`config.mk`:
```
export PLATFORM = sky130hd
export DESIGN_NAME = stall_hazard_unit
export DESIGN_NICKNAME = d
export VERILOG_FILES = /design/src/rtl/hazard_pkg.sv /design/src/rtl/mdu_busy_tracker.sv /design/src/rtl/stall_hazard_unit.sv
export SDC_FILE = /design/constraint.sdc
export NUM_CORES = 1
export LEC_CHECK = 0
export BUFFER_PORTS_ARGS = -buffer_cell sky130_fd_sc_hd__buf_4
export CAP_MARGIN = 15
export CORE_MARGIN = 2
export CORE_UTILIZATION = 40
export DETAILED_ROUTE_END_ITERATION = 8
export PLACE_DENSITY = 0.89
export SLEW_MARGIN = 20
export SYNTH_ARGS = -nofsm -noshare
export SYNTH_HDL_FRONTEND = slang
export SYNTH_SLANG_ARGS = --single-unit
```
`constraint.sdc`:
```
create_clock -name clk -period 1.8 [get_ports clk]
set_input_delay 0.36 -clock clk [delete_from_list [all_inputs] [get_ports clk]]
set_output_delay 0.36 -clock clk [all_outputs]
set_load 0.01 [all_outputs]
```
`src/rtl/hazard_pkg.sv`:
```
// Shared hazard-unit definitions: Tuse/Tnew class constants, MDU latency
// defaults and the forward-select encoding used by stall_hazard_unit.
package hazard_pkg;

  // Tuse/Tnew field width
  localparam int unsigned T_W = 4;

  // Operand not read by the D instruction: never stalls
  localparam logic [T_W-1:0] TUSE_NONE = '1;

  // Tuse classes (cycles from D until the operand is consumed)
  localparam logic [T_W-1:0] TUSE_BRANCH = T_W'(0);
  localparam logic [T_W-1:0] TUSE_ALU    = T_W'(1);
  localparam logic [T_W-1:0] TUSE_STORE  = T_W'(2);
  localparam logic [T_W-1:0] TUSE_MDU    = T_W'(1);

  // Tnew classes as seen in E (cycles until the result exists)
  localparam logic [T_W-1:0] TNEW_ALU_E  = T_W'(1);
  localparam logic [T_W-1:0] TNEW_LOAD_E = T_W'(2);
  localparam logic [T_W-1:0] TNEW_MDU_E  = T_W'(1);

  // MDU latency defaults
  localparam int unsigned MULT_CYCLES_DEF = 5;
  localparam int unsigned DIV_CYCLES_DEF  = 10;

  // Forward-select encoding: 0 = register file, k+1 = stage k
  localparam int unsigned FWD_W = 3;
  localparam logic [FWD_W-1:0] FWD_RF = FWD_W'(0);
  localparam logic [FWD_W-1:0] FWD_E  = FWD_W'(1);
  localparam logic [FWD_W-1:0] FWD_M  = FWD_W'(2);
  localparam logic [FWD_W-1:0] FWD_W_STAGE = FWD_W'(3);

  // MDU tracker states
  typedef enum logic {
    MDU_IDLE = 1'b0,
    MDU_BUSY = 1'b1
  } mdu_state_e;

  // Forward code for producer stage k
  function automatic logic [FWD_W-1:0] fwd_from_stage(input int unsigned k);
    return FWD_W'(k + 1);
  endfunction

endpackage

```
`src/rtl/mdu_busy_tracker.sv`:
```
// Tracks the multi-cycle MDU: loads the mult/div latency on a start seen
// while idle, counts down to zero, and flags busy while the count is non-zero.
// Ports: clk, rst_n (async active-low), start, is_div (1 = div), busy.
module mdu_busy_tracker
  import hazard_pkg::*;
#(
  parameter int unsigned MULT_CYCLES = hazard_pkg::MULT_CYCLES_DEF,
  parameter int unsigned DIV_CYCLES  = hazard_pkg::DIV_CYCLES_DEF
) (
  input  logic clk,
  input  logic rst_n,
  input  logic start,
  input  logic is_div,
  output logic busy
);

  localparam int unsigned CW = $clog2(DIV_CYCLES + 1);

  // Counter is sized from DIV_CYCLES; a longer mult latency would not fit
  if (MULT_CYCLES >= (2 ** CW)) begin : g_bad_mult
    $error("mdu_busy_tracker: MULT_CYCLES does not fit the counter");
  end

  mdu_state_e      state_q, state_d;
  logic [CW-1:0]   cnt_q, cnt_d;

  // State and count registers
  always_ff @(posedge clk or negedge rst_n) begin
    if (!rst_n) begin
      state_q <= MDU_IDLE;
      cnt_q   <= '0;
      busy    <= 1'b0;
    end else begin
      state_q <= state_d;
      cnt_q   <= cnt_d;
      busy    <= (state_d == MDU_BUSY);
    end
  end

  // Load on start from idle, otherwise count down; starts while busy are dropped
  always_comb begin
    state_d = state_q;
    cnt_d   = cnt_q;
    case (state_q)
      MDU_IDLE: begin
        if (start) begin
          cnt_d   = is_div ? CW'(DIV_CYCLES) : CW'(MULT_CYCLES);
          state_d = MDU_BUSY;
        end
      end
      MDU_BUSY: begin
        cnt_d = cnt_q - CW'(1);
        if (cnt_q == CW'(1)) begin
          state_d = MDU_IDLE;
        end
      end
      default: begin
        state_d = MDU_IDLE;
        cnt_d   = '0;
      end
    endcase
  end

  // A second start while busy indicates a decode/issue bug upstream
  a_no_start_while_busy: assert property (@(posedge clk) disable iff (!rst_n)
    !(start && busy))
    else $error("mdu_busy_tracker: MDU start while busy ignored");

endmodule

```
`src/rtl/stall_hazard_unit.sv`:
```
// D-stage hazard unit: per-operand Tuse/Tnew stall detection and forward
// selection across NUM_STAGES producer stages (0 = E, 1 = M, 2 = W, ...),
// plus MDU-class stalling driven by mdu_busy_tracker.
// Optional feature macro: STALL_PERF_CNT_EN adds the o_StallCnt counter.
// Ports: i_D_Rs/i_D_Rt + Tuse (D sources), i_D_IsMdu, i_WAddr/i_Tnew
// (packed per stage), i_E_MduStart/i_E_MduIsDiv, i_StatClr; outputs
// o_Stall, o_FwdRs, o_FwdRt (combinational), o_MduBusy, o_StallCnt.
module stall_hazard_unit #(
  parameter int unsigned NUM_STAGES  = 2,
  parameter int unsigned T_W         = hazard_pkg::T_W,
  parameter int unsigned MULT_CYCLES = hazard_pkg::MULT_CYCLES_DEF,
  parameter int unsigned DIV_CYCLES  = hazard_pkg::DIV_CYCLES_DEF,
  parameter int unsigned CNT_W       = 32
) (
  input  logic                    clk,
  input  logic                    rst_n,
  input  logic [4:0]              i_D_Rs,
  input  logic [4:0]              i_D_Rt,
  input  logic [T_W-1:0]          i_D_TuseRs,
  input  logic [T_W-1:0]          i_D_TuseRt,
  input  logic                    i_D_IsMdu,
  input  logic [NUM_STAGES*5-1:0] i_WAddr,
  input  logic [NUM_STAGES*T_W-1:0] i_Tnew,
  input  logic                    i_E_MduStart,
  input  logic                    i_E_MduIsDiv,
  input  logic                    i_StatClr,
  output logic                    o_Stall,
  output logic [2:0]              o_FwdRs,
  output logic [2:0]              o_FwdRt,
  output logic                    o_MduBusy
`ifdef STALL_PERF_CNT_EN
  ,
  output logic [CNT_W-1:0]        o_StallCnt
`endif
);

  import hazard_pkg::*;

  if (NUM_STAGES < 1 || NUM_STAGES > 4) begin : g_bad_stages
    $error("stall_hazard_unit: NUM_STAGES must be 1..4");
  end

  logic [NUM_STAGES-1:0] rs_match, rt_match;
  logic [NUM_STAGES-1:0] rs_stall, rt_stall;
  logic [NUM_STAGES-1:0] tnew_zero;
  logic                  mdu_stall;

  // Per-stage destination compare and Tuse/Tnew check
  for (genvar k = 0; k < NUM_STAGES; k++) begin : g_stage
    logic [4:0]     waddr;
    logic [T_W-1:0] tnew;
    assign waddr        = i_WAddr[5*k +: 5];
    assign tnew         = i_Tnew[T_W*k +: T_W];
    assign rs_match[k]  = (i_D_Rs == waddr) && (waddr != 5'd0);
    assign rt_match[k]  = (i_D_Rt == waddr) && (waddr != 5'd0);
    assign rs_stall[k]  = rs_match[k] && (i_D_TuseRs < tnew);
    assign rt_stall[k]  = rt_match[k] && (i_D_TuseRt < tnew);
    assign tnew_zero[k] = (tnew == '0);
  end

  // Youngest matching stage decides; a not-yet-ready match hides older copies
  always_comb begin
    logic rs_found, rt_found;
    o_FwdRs  = FWD_RF;
    o_FwdRt  = FWD_RF;
    rs_found = 1'b0;
    rt_found = 1'b0;
    for (int unsigned k = 0; k < NUM_STAGES; k++) begin
      if (!rs_found && rs_match[k]) begin
        rs_found = 1'b1;
        if (tnew_zero[k]) o_FwdRs = fwd_from_stage(k);
      end
      if (!rt_found && rt_match[k]) begin
        rt_found = 1'b1;
        if (tnew_zero[k]) o_FwdRt = fwd_from_stage(k);
      end
    end
  end

  mdu_busy_tracker #(
    .MULT_CYCLES(MULT_CYCLES),
    .DIV_CYCLES (DIV_CYCLES)
  ) u_mdu_busy (
    .clk   (clk),
    .rst_n (rst_n),
    .start (i_E_MduStart),
    .is_div(i_E_MduIsDiv),
    .busy  (o_MduBusy)
  );

  // In the start cycle the tracker is not yet busy, so the start itself stalls
  assign mdu_stall = i_D_IsMdu && (o_MduBusy || i_E_MduStart);
  assign o_Stall   = (|rs_stall) || (|rt_stall) || mdu_stall;

`ifdef STALL_PERF_CNT_EN
  // Saturating stall-cycle counter; clear wins over increment
  always_ff @(posedge clk or negedge rst_n) begin
    if (!rst_n) begin
      o_StallCnt <= '0;
    end else if (i_StatClr) begin
      o_StallCnt <= '0;
    end else if (o_Stall && (o_StallCnt != '1)) begin
      o_StallCnt <= o_StallCnt + CNT_W'(1);
    end
  end
`else
  logic unused_stat_clr;
  localparam int unsigned unused_cnt_w = CNT_W;
  assign unused_stat_clr = i_StatClr;
`endif

endmodule

```
# [Yosys cells after proc, flatten, opt, wreduce, memory -nomap -nowiden]
# Index checks and enable logic that the tools add are counted.
[totals] word_cells=51 reg_bits=5 in_bits=42 out_inout_bits=8
[classes] eq_ne=6 bitwise=1 n_addsub=1 n_reduce_logical=22 mux=15 n_lt_le_gt_ge=4
[op_table] op="$eq 5x5->1" count=4
[op_table] op="$mux 3" count=6
[op_table] op="$lt 4x4->1" count=4
[op_table] op="$logic_and 1x1->1" count=11
[op_table] op="$reduce_bool 5->1" count=2
[op_table] op="$logic_not 4->1" count=2
[op_table] op="$mux 4" count=2
[op_table] op="$pmux 4 s2" count=1
[op_table] op="$mux 1" count=5
[op_table] op="$eq 4x1->1 const B" count=1
[op_table] op="$reduce_or 2->1" count=2
[op_table] op="$sub 4x1->4 const B" count=1
[op_table] op="$logic_or 1x1->1" count=3
[op_table] op="$logic_not 1->1" count=2
[op_table] op="$ne 2x2->1 const B" count=1
[op_table] op="$pmux 1 s2" count=1
[op_table] op="$not 1->1" count=1

# [Depth between registers and ports, before layout]
[logic_depth] ltp_word=6 depth_mapped=6 depth_no_buf=6

# [Modules after synthesis]
# Synthesis repeated with hierarchy kept, for this count alone.
[unflattened] cells_unflattened=111 area_unflattened_um2=910.9
[by_module_without_submodules] mod="stall_hazard_unit" seq_area_each_um2=0.0 area_each_um2=621.8 instances=1 cells_per_inst=81
[by_module_without_submodules] mod="mdu_busy_tracker" seq_area_each_um2=125.1 area_each_um2=289.0 instances=1 cells_per_inst=30

# [Worst setup path after synthesis]
# OpenSTA, ideal clock, no wires.
[synth_timing] path_type="in2out" from="input i_WAddr[6]" to="output o_Stall" stages=5 setup_slack_ps=-147 arrival_time_ps=1587 path_buffers=0 cell_sequence="or4_4 > nor2_2 > a211o_2 > o31ai_1 > or4_1"
[synth_between] elab_chain_len=6
[synth_rtl] item="start, declared" line="stall_hazard_unit.sv:22" rtl="input logic [NUM_STAGES*5-1:0] i_WAddr,"
[synth_rtl] item="$eq 5x5->1, or another cell as far along" line="stall_hazard_unit.sv:54" rtl="assign rs_match[k] = (i_D_Rs == waddr) && (waddr != 5'd0);"
[synth_rtl] item="$logic_and 1x1->1 (on tied branches)" line="stall_hazard_unit.sv:54, stall_hazard_unit.sv:55"
[synth_rtl] item="$logic_and 1x1->1 (on tied branches)" line="stall_hazard_unit.sv:56, stall_hazard_unit.sv:57"
[synth_rtl] item="$reduce_or 2->1" line="stall_hazard_unit.sv:93" rtl="assign o_Stall = (|rs_stall) || (|rt_stall) || mdu_stall;"
[synth_rtl] item="$logic_or 1x1->1 * (2 in a row)" line="stall_hazard_unit.sv:93"
[synth_rtl] item="end, declared" line="stall_hazard_unit.sv:27" rtl="output logic o_Stall,"
# Every way passes the cells marked *; elsewhere a longest branch is shown, timed or not.

# [Worst setup path in the final report]
# Ends and elaborated chain as after synthesis.

==> results.py <==
metrics = {
    "die": {
        "die_area_um2": 2600,
        "dieWidth_um": 51.00,
        "floorplan.rows": 17,
        "io_pins": 50,
        "initial_core_util_pct": 41.12,
        "die_h_um": 51.00,
        "core-area_um2": 2148,
    },
    "place": {
        "io_buffer_count": 46,
        "place_ws_ns": -0.4216,
        "gp_weighted_congestion": 0.8524,
        "place.detailed.hpwl_mm": 2.309,
        "detailed_place.area_um2": 1339,
        "placed_cells": 197,
    },
    "setup_path": {
        "end_kind": "output port",
        "dominant_delay_contributor_by_cell_family_on_the_critical_path": "simple AND/OR/NAND/NOR gates",
        "worst-setup-path-type": "in2out",
        "timing.rr.start": "u_mdu_busy.cnt_q[0]",
        "timing.reg2reg.setup_slack_ns": 0.73,
        "critical-path-slowest-cell": "sky130_fd_sc_hd__or4_4",
        "timing.critical_path.from_type": "input port",
        "critical-path-top-cell-by-count": "sky130_fd_sc_hd__buf_4",
        "path_max_fanout": 2,
        "critical_path_buf_inv_count": 2,
        "cp_cell_sequence": "buf_4 > or4_4 > nor2_4 > a211o_2 > o31ai_1 > or4_1 > buf_4",
        "r2r_cells": 5,
        "r2r-end": "u_mdu_busy.cnt_q[2]",
        "critical_path_required_ns": 1.44,
        "worst_ep_arrival_time_ns": 1.86,
        "largest_stage_delay_on_the_critical_path_ns": 0.55,
    },
    "timing": {
        "min_period_over_period_pct": 123.1,
        "maxClockFrequency_ghz": 0.4514,
        "rsz_0062_raised_after_global_routing": "true",
        "hold_violations": 0,
        "fin_ws_ns": -0.4155,
        "skew_ns": 0.001328,
        "setup_viol": 3,
        "post-route-min-period_ns": 2.216,
        "report.final.slew_viol_count": 0,
        "hold_slack_ns": 0.4470,
    },
    "finish": {
        "layout.nets": 231,
        "layout-drive-gt1-share_pct": 37.93,
        "fillers": 177,
        "post_layout_nonfiller_instances": 202,
        "antennaDiodeCount": 0,
        "area.growth.synth_to_final_pct": 58.07,
        "design_area_um2": 1396,
    },
    "clock_tree": {
        "clock_latency_late_sink_ns": 0.24,
        "tritoncts": "done",
        "path_clk_slew_ns": 0.05,
        "clockRootBuffer": "sky130_fd_sc_hd__clkbuf_4",
        "clk_path_buf_depth": 2,
        "clock_sinks": 5,
        "cts-buffers-inserted": 3,
        "htreeDepth": 1,
    },
    "drt": {
        "drt-initial-drc-count": 16,
        "detail-route-antenna-nets": 0,
        "route.final.wire_length_mm": 2.626,
        "route.vias.total": 1053,
        "drc": 0,
        "wire_per_inst_um": 13.00,
        "dr.pass1.iters": 4,
        "via_per_inst": 5.213,
    },
    "pwr": {
        "post-layout-total-power_mw": 0.8430,
        "p_leak_nw": 0.7166,
        "power.share.switching_pct": 39.10,
        "power_density_nw_per_um2": 603.7,
        "irDropWorstVdd_mv": 0.6272,
        "power.clock.fraction_pct": 16.0,
        "share_comb_of_total_power_pct": 57.1,
        "power_frac_seq_pct": 26.9,
        "net-switching-power_mw": 0.3296,
        "p_int_mw": 0.5134,
    },
    "synth": {
        "synth_area_leader_cell": "sky130_fd_sc_hd__ha_1",
        "ys_warn_count": 0,
        "synth_area_per_cell_um2": 7.817,
        "netlist_area_um2": 883.3,
        "synth_seq_area_share_pct": 14.16,
        "ys_top_cells_by_area": "sky130_fd_sc_hd__ha_1 20%, sky130_fd_sc_hd__dfrtp_1 14%, sky130_fd_sc_hd__xor2_1 14%",
        "synth_instances": 113,
        "count_of_flip_flops_with_a_built_in_enable_after_synthesis": 0,
        "postSynth.asyncResetShare_pct": 100.0,
        "post-synth-top-area-fraction_pct": 19.83,
        "cell_types_with_the_highest_counts_after_synthesis": "14 x sky130_fd_sc_hd__ha_1, 14 x sky130_fd_sc_hd__xor2_1, 11 x sky130_fd_sc_hd__inv_1, 10 x sky130_fd_sc_hd__o21ai_0, 8 x sky130_fd_sc_hd__xnor2_1",
        "yosysUniqueCellTypes": 28,
        "synth_top_flop_cell": "sky130_fd_sc_hd__dfrtp_1",
        "synth.ff_latch_count": 5,
    },
    "hold_path": {
        "min-delay-path-class": "in2reg",
        "min_delay_path_depth": 3,
        "whs_endpoint": "u_mdu_busy.cnt_q[3]",
        "min-delay-start": "i_E_MduIsDiv",
    },
    "global_route": {
        "grt.overflow.total": 0,
        "grt_usage_pct": 21.79,
        "grt_max_degree": 12,
        "grt_antenna_before_repair": 0,
        "grt_pass1_vias": 1073,
        "wire_length_of_the_first_global_routing_pass_mm": 4.340,
    },
    "run_status": {
        "outcome": "finished with violations",
        "failed_checks": "setup timing",
    },
    "flow_run": {
        "drv.max_cap_violation_count": 0,
    },
}
metrics by stage:
step	util (%)	setup TNS, ns
floorplan	-	-0.1472
global placement	62.32	-0.4693
detailed placement	62.32	-0.5846
CTS	64.47	-0.5682
global route	65.00	-0.7550
finish	65.00	-0.5859
layout make-up:
cell class	instances	area [µm²]	area share [%]
sequential	5	125.1	8.961
timing repair buffer	59	449.2	32.17
inverter	11	41.29	2.957
tap	28	35.03	2.509
clock buffer	4	26.28	1.882
multi-input combinational	95	719.4	51.52
power by group through the flow:
stage               clock [mW]  sequential [mW]  combinational [mW]
global placement             0            0.225               0.455
detailed placement           0            0.227               0.479
finish                   0.135            0.227               0.481
floorplan                    0            0.224               0.275
CTS                      0.140            0.226               0.486
global route             0.149            0.234               0.549
worst max-delay path by stage:
stage	startpoint	endpoint	slack, ns	cells after the start
final	i_WAddr[6]	o_Stall	-0.42	7
after detailed placement	i_WAddr[6]	o_Stall	-0.42	7
after CTS	i_WAddr[6]	o_Stall	-0.41	7
after global routing	i_WAddr[6]	o_Stall	-0.47	7
after floorplan	i_WAddr[6]	o_Stall	-0.15	5
after global placement	i_WAddr[6]	o_Stall	-0.40	7
sequential cells by signal, indices dropped and copies added, names as in the netlist:
name,cells
u_mdu_busy.busy,1
u_mdu_busy.cnt_q,4
cells in the final DEF, fill, tap and decap left out, drive strengths merged:
cell / synthesis / layout
or4: 3 / 3
nor4: 2 / 2
dlygate4sd3: 0 / 1
o31ai: 1 / 1
nand3b: 1 / 1
xor2: 14 / 14
mux2i: 1 / 1
nor2: 8 / 8
nand2: 5 / 5
a31oi: 1 / 1
ha: 14 / 14
a211oi: 2 / 2
xnor2: 8 / 8
nor3b: 2 / 2
a21oi: 4 / 4
dfrtp: 5 / 5
nand3: 2 / 2
a211o: 1 / 1
o21ai: 10 / 10
conb: 1 / 2
nand2b: 2 / 2
nand4: 2 / 2
a21o: 4 / 4
clkbuf: 1 / 4
inv: 11 / 11
nor3: 6 / 6
buf: 2 / 58
worst reg2reg max path, delay by kind of cell, from the launching register on:
family | cells | cell delay, ns
buf+inv | 1 | 0.06
fa+ha+maj | 1 | 0.20
simple gates | 1 | 0.07
compound gates | 1 | 0.07
flops | 1 | 0.41
xor+xnor | 1 | 0.14
logic make-up after synthesis:
family | count (synthesis) | share of synthesized area, %
multiplexers | 1 | 1.133
other | 1 | 0.4245
adder cells (fa/ha/maj) | 14 | 19.83
AND/OR/NAND/NOR | 33 | 20.11
flip-flops | 5 | 14.16
AO/OA/AOI/OAI | 23 | 15.72
buffers and inverters | 14 | 6.798
XOR/XNOR | 22 | 21.81
metal layers:
metal	routed length (µm)	track usage, %
met3	146	2.632
met4	169	18.02
met2	1255	36.36
met5	0	0
met1	1055	24.60
repair_timing:
item                                   in CTS  in global routing
buffers inserted                            0                  0
hold buffers                                1                  0
endpoints found under the hold margin       5                  0
resized for setup                           2                  3
setup endpoints to repair                   4                  4
pin swaps                                   0                  2
Power figures use the tool's default switching activity.
